===== src/rtl/piece_drop.sv =====
// Active-piece engine: spawns a piece, shifts and drops it, locks it into the 8x4 board
// and hands the locked board to clear_redraw, then waits for the cleared board back.
module piece_drop #(
    parameter int GRAV_DIV  = 4,
    parameter int SPAWN_COL = 1
) (
    input  logic        clka,
    input  logic        restart,
    input  logic        start,
    input  logic [1:0]  piece_in,
    input  logic        move_left,
    input  logic        move_right,
    input  logic        soft_drop,
    input  logic [31:0] clr_board,
    input  logic        clr_valid,
    output logic [31:0] board_out,
    output logic [1:0]  curr_piece,
    output logic        out_valid,
    output logic [31:0] display,
    output logic [2:0]  state,
    output logic        error
);
    localparam logic [2:0] S_IDLE    = 3'd0;
    localparam logic [2:0] S_SPAWN   = 3'd1;
    localparam logic [2:0] S_FALL    = 3'd2;
    localparam logic [2:0] S_LOCK    = 3'd3;
    localparam logic [2:0] S_HANDOFF = 3'd4;
    localparam logic [2:0] S_OVER    = 3'd5;
    localparam logic [7:0] CNT_MAX   = 8'(GRAV_DIV - 1);
    localparam logic [1:0] COL0      = 2'(SPAWN_COL);

    // Type bit 0 widens the piece to two columns, bit 1 makes it two rows tall.
    function automatic logic [31:0] piece_mask(input logic [1:0] typ, input logic [3:0] row,
                                               input logic [1:0] col);
        logic [3:0]  rp;
        logic [31:0] m;
        rp = (typ[0] ? 4'b0011 : 4'b0001) << col;
        m  = {28'b0, rp} << {row, 2'b00};
        if (typ[1]) m = m | ({28'b0, rp} << {row + 4'd1, 2'b00});
        return m;
    endfunction

    logic [2:0]  state_q, state_d;
    logic [31:0] board_q, board_d;
    logic [31:0] board_out_q, board_out_d;
    logic [1:0]  curr_piece_q, curr_piece_d;
    logic        out_valid_q, out_valid_d;
    logic        error_q, error_d;
    logic [1:0]  type_q, type_d;
    logic [2:0]  row_q, row_d;
    logic [1:0]  col_q, col_d;
    logic [7:0]  cnt_q, cnt_d;

    logic [31:0] mask, spawn_mask;
    logic [2:0]  spawn_row;
    logic [1:0]  col_max;
    logic        tick;

    assign mask       = piece_mask(type_q, {1'b0, row_q}, col_q);
    assign spawn_row  = piece_in[1] ? 3'd6 : 3'd7;
    assign spawn_mask = piece_mask(piece_in, {1'b0, spawn_row}, COL0);
    assign col_max    = type_q[0] ? 2'd2 : 2'd3;
    assign tick       = (cnt_q == CNT_MAX) || soft_drop;

    always_ff @(posedge clka or negedge restart) begin
        if (!restart) begin
            state_q      <= S_IDLE;
            board_q      <= '0;
            board_out_q  <= '0;
            curr_piece_q <= '0;
            out_valid_q  <= 1'b0;
            error_q      <= 1'b0;
            type_q       <= '0;
            row_q        <= '0;
            col_q        <= '0;
            cnt_q        <= '0;
        end else begin
            state_q      <= state_d;
            board_q      <= board_d;
            board_out_q  <= board_out_d;
            curr_piece_q <= curr_piece_d;
            out_valid_q  <= out_valid_d;
            error_q      <= error_d;
            type_q       <= type_d;
            row_q        <= row_d;
            col_q        <= col_d;
            cnt_q        <= cnt_d;
        end
    end

    always_comb begin
        state_d      = state_q;
        board_d      = board_q;
        board_out_d  = board_out_q;
        curr_piece_d = curr_piece_q;
        out_valid_d  = out_valid_q;
        error_d      = error_q;
        type_d       = type_q;
        row_d        = row_q;
        col_d        = col_q;
        cnt_d        = cnt_q;
        case (state_q)
            S_IDLE: if (start) state_d = S_SPAWN;
            S_SPAWN: begin
                type_d = piece_in;
                row_d  = spawn_row;
                col_d  = COL0;
                cnt_d  = '0;
                if (|(spawn_mask & board_q)) begin
                    state_d = S_OVER;
                    error_d = 1'b1;
                end else begin
                    state_d = S_FALL;
                end
            end
            S_FALL: begin
                if (tick) begin
                    cnt_d = '0;
                    if (row_q != 3'd0 && !(|((mask >> 4) & board_q))) row_d = row_q - 3'd1;
                    else state_d = S_LOCK;
                end else begin
                    cnt_d = cnt_q + 8'd1;
                    // Row-internal shifts cannot wrap because of the column bound checks.
                    if (move_left && !move_right) begin
                        if (col_q != 2'd0 && !(|((mask >> 1) & board_q))) col_d = col_q - 2'd1;
                    end else if (move_right && !move_left) begin
                        if (col_q < col_max && !(|((mask << 1) & board_q))) col_d = col_q + 2'd1;
                    end
                end
            end
            S_LOCK: begin
                board_d      = board_q | mask;
                board_out_d  = board_q | mask;
                curr_piece_d = type_q;
                out_valid_d  = 1'b1;
                state_d      = S_HANDOFF;
            end
            S_HANDOFF: if (clr_valid) begin
                board_d     = clr_board;
                out_valid_d = 1'b0;
                state_d     = S_SPAWN;
            end
            S_OVER: begin
                out_valid_d = 1'b0;
                error_d     = 1'b1;
                if (start) begin
                    board_d = '0;
                    error_d = 1'b0;
                    state_d = S_SPAWN;
                end
            end
            default: state_d = S_IDLE;
        endcase
    end

    always_comb begin
        display = board_q;
        if (state_q == S_FALL) display = board_q | mask;
        else if (state_q == S_IDLE) display = '0;
    end

    assign board_out  = board_out_q;
    assign curr_piece = curr_piece_q;
    assign out_valid  = out_valid_q;
    assign state      = state_q;
    assign error      = error_q;
endmodule

===== config.mk =====
export PLATFORM = sky130hd
export DESIGN_NAME = piece_drop
export DESIGN_NICKNAME = d
export VERILOG_FILES = /design/src/rtl/piece_drop.sv
export SDC_FILE = /design/constraint.sdc
export NUM_CORES = 1
export LEC_CHECK = 0
export CORE_MARGIN = 2
export CORE_UTILIZATION = 45
export DETAILED_ROUTE_END_ITERATION = 10
export PLACE_DENSITY = 0.82
export SLEW_MARGIN = 40
export SYNTH_ARGS = -nofsm -noshare
export SYNTH_HDL_FRONTEND = slang
export SYNTH_SLANG_ARGS = --single-unit

===== constraint.sdc =====
create_clock -name clka -period 3.9 [get_ports clka]
set_clock_uncertainty 0.05 [all_clocks]
set_input_delay 0.78 -clock clka [delete_from_list [all_inputs] [get_ports clka]]
set_output_delay 0.78 -clock clka [all_outputs]
set_load 0.005 [all_outputs]

Word level (Yosys, flattened, before mapping)
Index checks and enable logic that the tools add are counted.
{"block": "totals", "out_inout_bits": 71, "input_bits": 41, "ff_bits": 86, "wordCells": 107}
{"block": "op_classes", "mux": 33, "eq_ne": 17, "n_addsub": 6, "bitwise_logic": 7, "order_cmp": 1, "n_reduce_logical": 28, "shifts": 5}
{"cell": "32-bit two-way mux", "n": 6}
{"cell": "32-bit OR reduction", "n": 4}
{"cell": "32-bit bitwise OR", "n": 3}
{"cell": "32-bit case mux with 3 select lines", "n": 1}
{"cell": "32-bit bitwise AND", "n": 2}
{"cell": "28-bit by 32-bit bitwise AND with 32-bit output", "n": 1}
{"cell": "31-bit by 32-bit bitwise AND with 32-bit output", "n": 1}
{"cell": "3-bit by 5-bit left shift with 32-bit output", "n": 1}
{"cell": "3-bit by 6-bit left shift with 32-bit output", "n": 1}
{"cell": "4-bit by 5-bit left shift with 32-bit output", "n": 1}
{"cell": "4-bit by 6-bit left shift with 32-bit output", "n": 1}
{"cell": "3-bit two-way mux", "n": 7}
{"cell": "8-bit case mux with 2 select lines", "n": 1}
{"cell": "3-bit case mux with 5 select lines", "n": 1}
{"cell": "2-bit two-way mux", "n": 7}
{"cell": "2-bit != test (second input constant)", "n": 7}
{"cell": "3-bit != test (second input constant)", "n": 3}
{"cell": "3-bit by 1-bit adder with 4-bit output (second input constant)", "n": 2}
{"cell": "8-bit by 1-bit adder with 8-bit output (second input constant)", "n": 1}
{"cell": "8-bit by 2-bit == test with 1-bit output (second input constant)", "n": 1}
{"cell": "8-bit two-way mux", "n": 1}
{"cell": "3-bit by 2-bit == test with 1-bit output (second input constant)", "n": 2}
{"cell": "3-bit == test (second input constant)", "n": 2}
{"cell": "3-bit case mux with 2 select lines", "n": 1}
{"cell": "other kinds (22)", "n": 39}

Depth between registers and ports, before layout
Gate-level depths: netlist of the first run.
{"block": "depth", "depth_word": 14, "depth_mapped": 17, "ltp_nobuf": 10}

Worst setup path after synthesis of the first run
No wires, ideal clock.
{"block": "synth_path", "path_type": "register to register", "startpoint": "register row_q[1]", "endpoint": "register row_q[2]", "slack_ns": -0.016, "path_stages_with_launch": 16, "required_time_ns": 3.781, "synth_period_minus_slack_ns": 3.916, "t_arrival_ns": 3.797, "path_buffers": 5, "path_cell_list": "dfrtp_1 buf_4 clkbuf_1 clkbuf_1 inv_1 ha_1 buf_4 nor4bb_1 o21a_1 a21oi_2 o2111ai_1 or4b_1 or3_1 buf_2 or3_1 nand3_1"}
{"block": "synth_via", "elab_chain_len": 10, "word_cells_on_any_way": 16, "classes_between": "add/sub (2); eq/ne (1); shift (2); mux (4); bitwise (2); reduce/logical (5)"}
{"element": "start, declared", "line_no": "50", "source": "logic [2:0] row_q, row_d;"}
{"element": "start signal, assigned", "line_no": "85", "source": "row_q <= row_d;"}
{"element": "3-bit by 1-bit adder with 4-bit output", "line_no": "39", "source": "if (typ[1]) m = m | ({28'b0, rp} << {row + 4'd1, 2'b00});"}
{"element": "4-bit by 6-bit left shift with 32-bit output", "line_no": "39"}
{"element": "32-bit bitwise OR", "line_no": "39"}
{"element": "32-bit two-way mux", "line_no": "39"}
{"element": "28-bit by 32-bit bitwise AND with 32-bit output", "line_no": "119", "source": "if (row_q != 3'd0 && !(|((mask >> 4) & board_q))) row_d = row_q - 3'd1;"}
{"element": "32-bit OR reduction", "line_no": "119"}
{"element": "1-bit logical NOT", "line_no": "119"}
{"element": "1-bit logical AND", "line_no": "119"}
{"element": "2-bit != test (no source line)"}
{"element": "3-bit AND reduction (no source line)"}
Parallel ways exist; a longest one is shown, timed or not. The select of a mux whose other input is x is not followed.
A chain may end at the register's enable or synchronous reset.

Final worst setup path of the first run
{"block": "layout_path", "startpoint": "register row_q[0]", "endpoint": "output display[2]"}
{"block": "layout_via", "elab_chain_len": 6, "word_cells_on_any_way": 7, "classes_between": "add/sub (1); shift (2); mux (2); bitwise (2)"}
{"element": "3-bit by 1-bit adder with 4-bit output", "line_no": "39"}
{"element": "4-bit by 6-bit left shift with 32-bit output", "line_no": "39"}
{"element": "32-bit bitwise OR", "line_no": "39"}
{"element": "32-bit two-way mux *", "line_no": "39"}
{"element": "32-bit bitwise OR *", "line_no": "158", "source": "if (state_q == S_FALL) display = board_q | mask;"}
{"element": "32-bit two-way mux *", "line_no": "158"}
{"element": "end, declared", "line_no": "19", "source": "output logic [31:0] display,"}
Mark *: on every way between the ends. The rest lies on a longest branch, timed or not.

==> results of run 1 <==
cells in the final DEF (no fill, tap or decap), types with 6 or more instances in the layout:
| master | Yosys | routed |
|---|---|---|
| a21oi_1 | 111 | 111 |
| nand2_1 | 110 | 110 |
| clkdlybuf4s50_1 | 0 | 110 |
| nor2_1 | 102 | 96 |
| dfrtp_1 | 86 | 85 |
| o21ai_0 | 60 | 60 |
| buf_4 | 4 | 59 |
| nand2b_1 | 39 | 39 |
| mux2i_1 | 23 | 23 |
| a31oi_1 | 22 | 22 |
| nand3_1 | 19 | 19 |
| nor3_1 | 15 | 12 |
| nand4_1 | 10 | 10 |
| nor2b_1 | 11 | 9 |
| clkbuf_16 | 0 | 9 |
| o211ai_1 | 8 | 8 |
| and3_1 | 7 | 7 |
| inv_1 | 6 | 6 |
| nor2_2 | 0 | 6 |
| mux2_2 | 6 | 6 |
| a32oi_1 | 6 | 6 |
layout make-up:
class	instances	area share [%]
multi-input cells	672	47.84
flip-flops and latches	86	26.09
repair buffers	171	19.08
clock buffers	9	2.729
well taps	180	2.729
clock inverters	7	1.258
inverters	6	0.2729
kinds of logic (layout without fill, tap and decap cells):
group	count (synthesis)	count (layout)	share of synthesized area, %
simple gates	353	353	26.76
compound gates	278	278	26.94
flops	86	86	33.97
buf+inv	81	193	5.234
mux	31	31	5.412
fa+ha+maj	5	5	0.9876
xor+xnor	5	5	0.6914
critical path, stage by stage, from the launching register on:
cell             delay [ps]
dfrtp_2                 380
inv_1                    70
ha_1                    340
buf_6                   180
or2b_1                  260
buf_4                   170
nor3_2                  170
a21oi_1                  60
buf_4                   180
nor2_1                  140
a21oi_1                  90
nor2_1                  110
clkdlybuf4s50_1         510
routing by layer:
layer  GRT usage (%)  vias up  wire length (µm)
li1                -     3229                 -
met1           47.94     3439             10330
met2           49.79      548             10990
met3           8.132       90              2895
met4           15.23        0              1010
met5               0        -                 0
worst paths after layout:
| path | slack [ps] | to |
|---|---|---|
| max in group asynchronous | 2770 | board_q[24] |
| max reg2reg | 390 | row_q[2] |
| max | 60 | display[2] |
| min reg2reg | 420 | board_out[26] |
| min | 240 | board_out[15] |
| min in group clka | 420 | board_out[26] |
cells in the mapped netlist, types with 5 or more instances:
library cell	number	area, µm²
a21oi_1	111	555.5
nand2_1	110	412.9
nor2_1	102	382.9
nor3_1	15	75.07
nand2b_1	39	244.0
and3_1	7	43.79
dfrtp_1	86	2152
a21o_1	5	37.54
buf_2	10	50.05
clkbuf_1	57	214.0
nor4_1	5	31.28
nand4_1	10	62.56
nand3_1	19	95.09
or2_2	5	31.28
ha_1	5	62.56
a31oi_1	22	137.6
mux2_2	6	67.56
o21a_1	5	37.54
o211ai_1	8	60.06
nor2b_1	11	68.82
o2111ai_1	5	43.79
inv_1	6	22.52
mux2i_1	23	230.2
a32oi_1	6	52.55
o21ai_0	60	300.3
sequential cells by signal, indices dropped and copies added (netlist names):
register	flops
board_out	32
board_q	32
cnt_q	8
col_q	2
curr_piece	2
error	1
out_valid	1
row_q	3
state	3
type_q	2
timing repair:
item	4_1_cts	5_1_grt
endpoints found under the setup margin	32	28
gates cloned	0	0
setup buffers	2	1
resized for setup	5	13
pin swaps	0	1
hold endpoints to repair	0	0
power by group:
part | internal, mW | switching (mW) | total (mW)
clock network | 0.570 | 0.392 | 0.962
registers | 1.25 | 0.573 | 1.82
logic | 1.73 | 2.13 | 3.86
total | 3.55 | 3.09 | 6.64
==> flow_metrics.tcl, run 1 <==
set metrics [dict create \
    first_global_vias 6865 \
    detail-route-antenna-nets 0 \
    synthCells 839 \
    hold_buffers 0 \
    outcome "finished, final reports clean" \
    report.final.setup_viol 0 \
    setup_tns_ps 0 \
    relSlewSlack_pct 49.95 \
    vias 7306 \
    start_kind "flip-flop" \
    power_density_nw_per_um2 804.6 \
    hpwl_um 17820 \
    startpoint "row_q[0]" \
    synth-async-reset-ratio_pct 100.0 \
    clk_pin_slew_ps 60 \
    port_buffers 111 \
    grt_pass1_wl_um 39170 \
    clock-sinks 86 \
    drive_gt1_share_pct 12.30 \
    ys_seq_elements 86 \
    p_leak_nw 3.492 \
    rsz0062_at_grt "yes" \
    cap_violations 0 \
    place_area_um2 7802 \
    worst_pin_slew_ps 750.7 \
    crit_arrival_ps 3010 \
    wire_per_inst_um 22.30 \
    antenna_found_initial 0 \
    synth_cell_types 76 \
    ys_warn_count 0 \
    final_hold_viol_count 0 \
    period_needed_ps 3840 \
    synth_area_per_cell_um2 7.550 \
    postLayoutCellArea_um2 8254 \
    detail_route.vias_per_cell 6.460 \
    hold_class "primary input to async pin" \
    htree_levels 3 \
    fin_crit_sh_pct 98.47 \
    drv_slew 0 \
    cp-end-kind "primary output" \
    instances_no_fill 1131 \
    firstDrtPassIters 6 \
    synth_fp_nets 885 \
    crit_type "flip-flop to primary output" \
    synth-edff-count 0 \
    drc_errors 0 \
    max_freq_mhz 260.4 \
    cts_buffers 9 \
    n_fill_cell 1249 \
    reg2regPathDepth 13 \
    regArea_um2 2153 \
    cts_root_buf "clkbuf_16" \
    drt_wl_total_um 25230 \
    worstPathRequired_ps 3070 \
    clk_latency_ps 360 \
    yosysSeqAreaShare_pct 33.97 \
    boundaryPins 112 \
    clockBufferDepth 2 \
    core_um2 13830 \
    p_total_mw 6.641 \
    dp_slack_ps 21.15 \
    syn_area_um2 6335 \
    initialDrtViolationCount 828 \
    overflow 0 \
    gp_congestion 1.071 \
    areaGrowthSynthToFinish_pct 30.30 \
    die_y_um 122.7 \
    cts_tree "done" \
    timing.rr.start "row_q[0]" \
    synth_top_flop_cell "dfrtp_1" \
    die_w_um 122.7 \
    placementRows 43 \
    placedCellCount 1111 \
    grt_max_degree 59 \
    path_max_fanout 17 \
    multi_input_area_um2 3949 \
    start_util_pct 45.81 \
    dieArea_um2 15040 \
    layout.nets 992 \
    holdWs_ps 235.4 \
    final_util_pct 59.70 \
    diodes 0 \
    track_usage_pct 34.15 \
    ir_drop_mv 0.4907 \
    fin_ws_ps 59.81 \
]
(Power assumes the default switching activity.)
==> run 2, diff against run 1 <==
--- a/config.mk
+++ b/config.mk
@@ -5,6 +5,7 @@
 export SDC_FILE = /design/constraint.sdc
 export NUM_CORES = 1
 export LEC_CHECK = 0
+export CAP_MARGIN = 20
 export CORE_MARGIN = 2
 export CORE_UTILIZATION = 45
 export DETAILED_ROUTE_END_ITERATION = 10
==> results of run 2 <==
No change in the layout: final DEF, timing and power equal those of run 1.
==> run 3, diff against run 2 <==
--- a/config.mk
+++ b/config.mk
@@ -9,6 +9,7 @@
 export CORE_MARGIN = 2
 export CORE_UTILIZATION = 45
 export DETAILED_ROUTE_END_ITERATION = 10
+export HOLD_SLACK_MARGIN = 0.08
 export PLACE_DENSITY = 0.82
 export SLEW_MARGIN = 40
 export SYNTH_ARGS = -nofsm -noshare
==> results of run 3 <==
No change in the layout: final DEF, timing and power equal those of run 1.
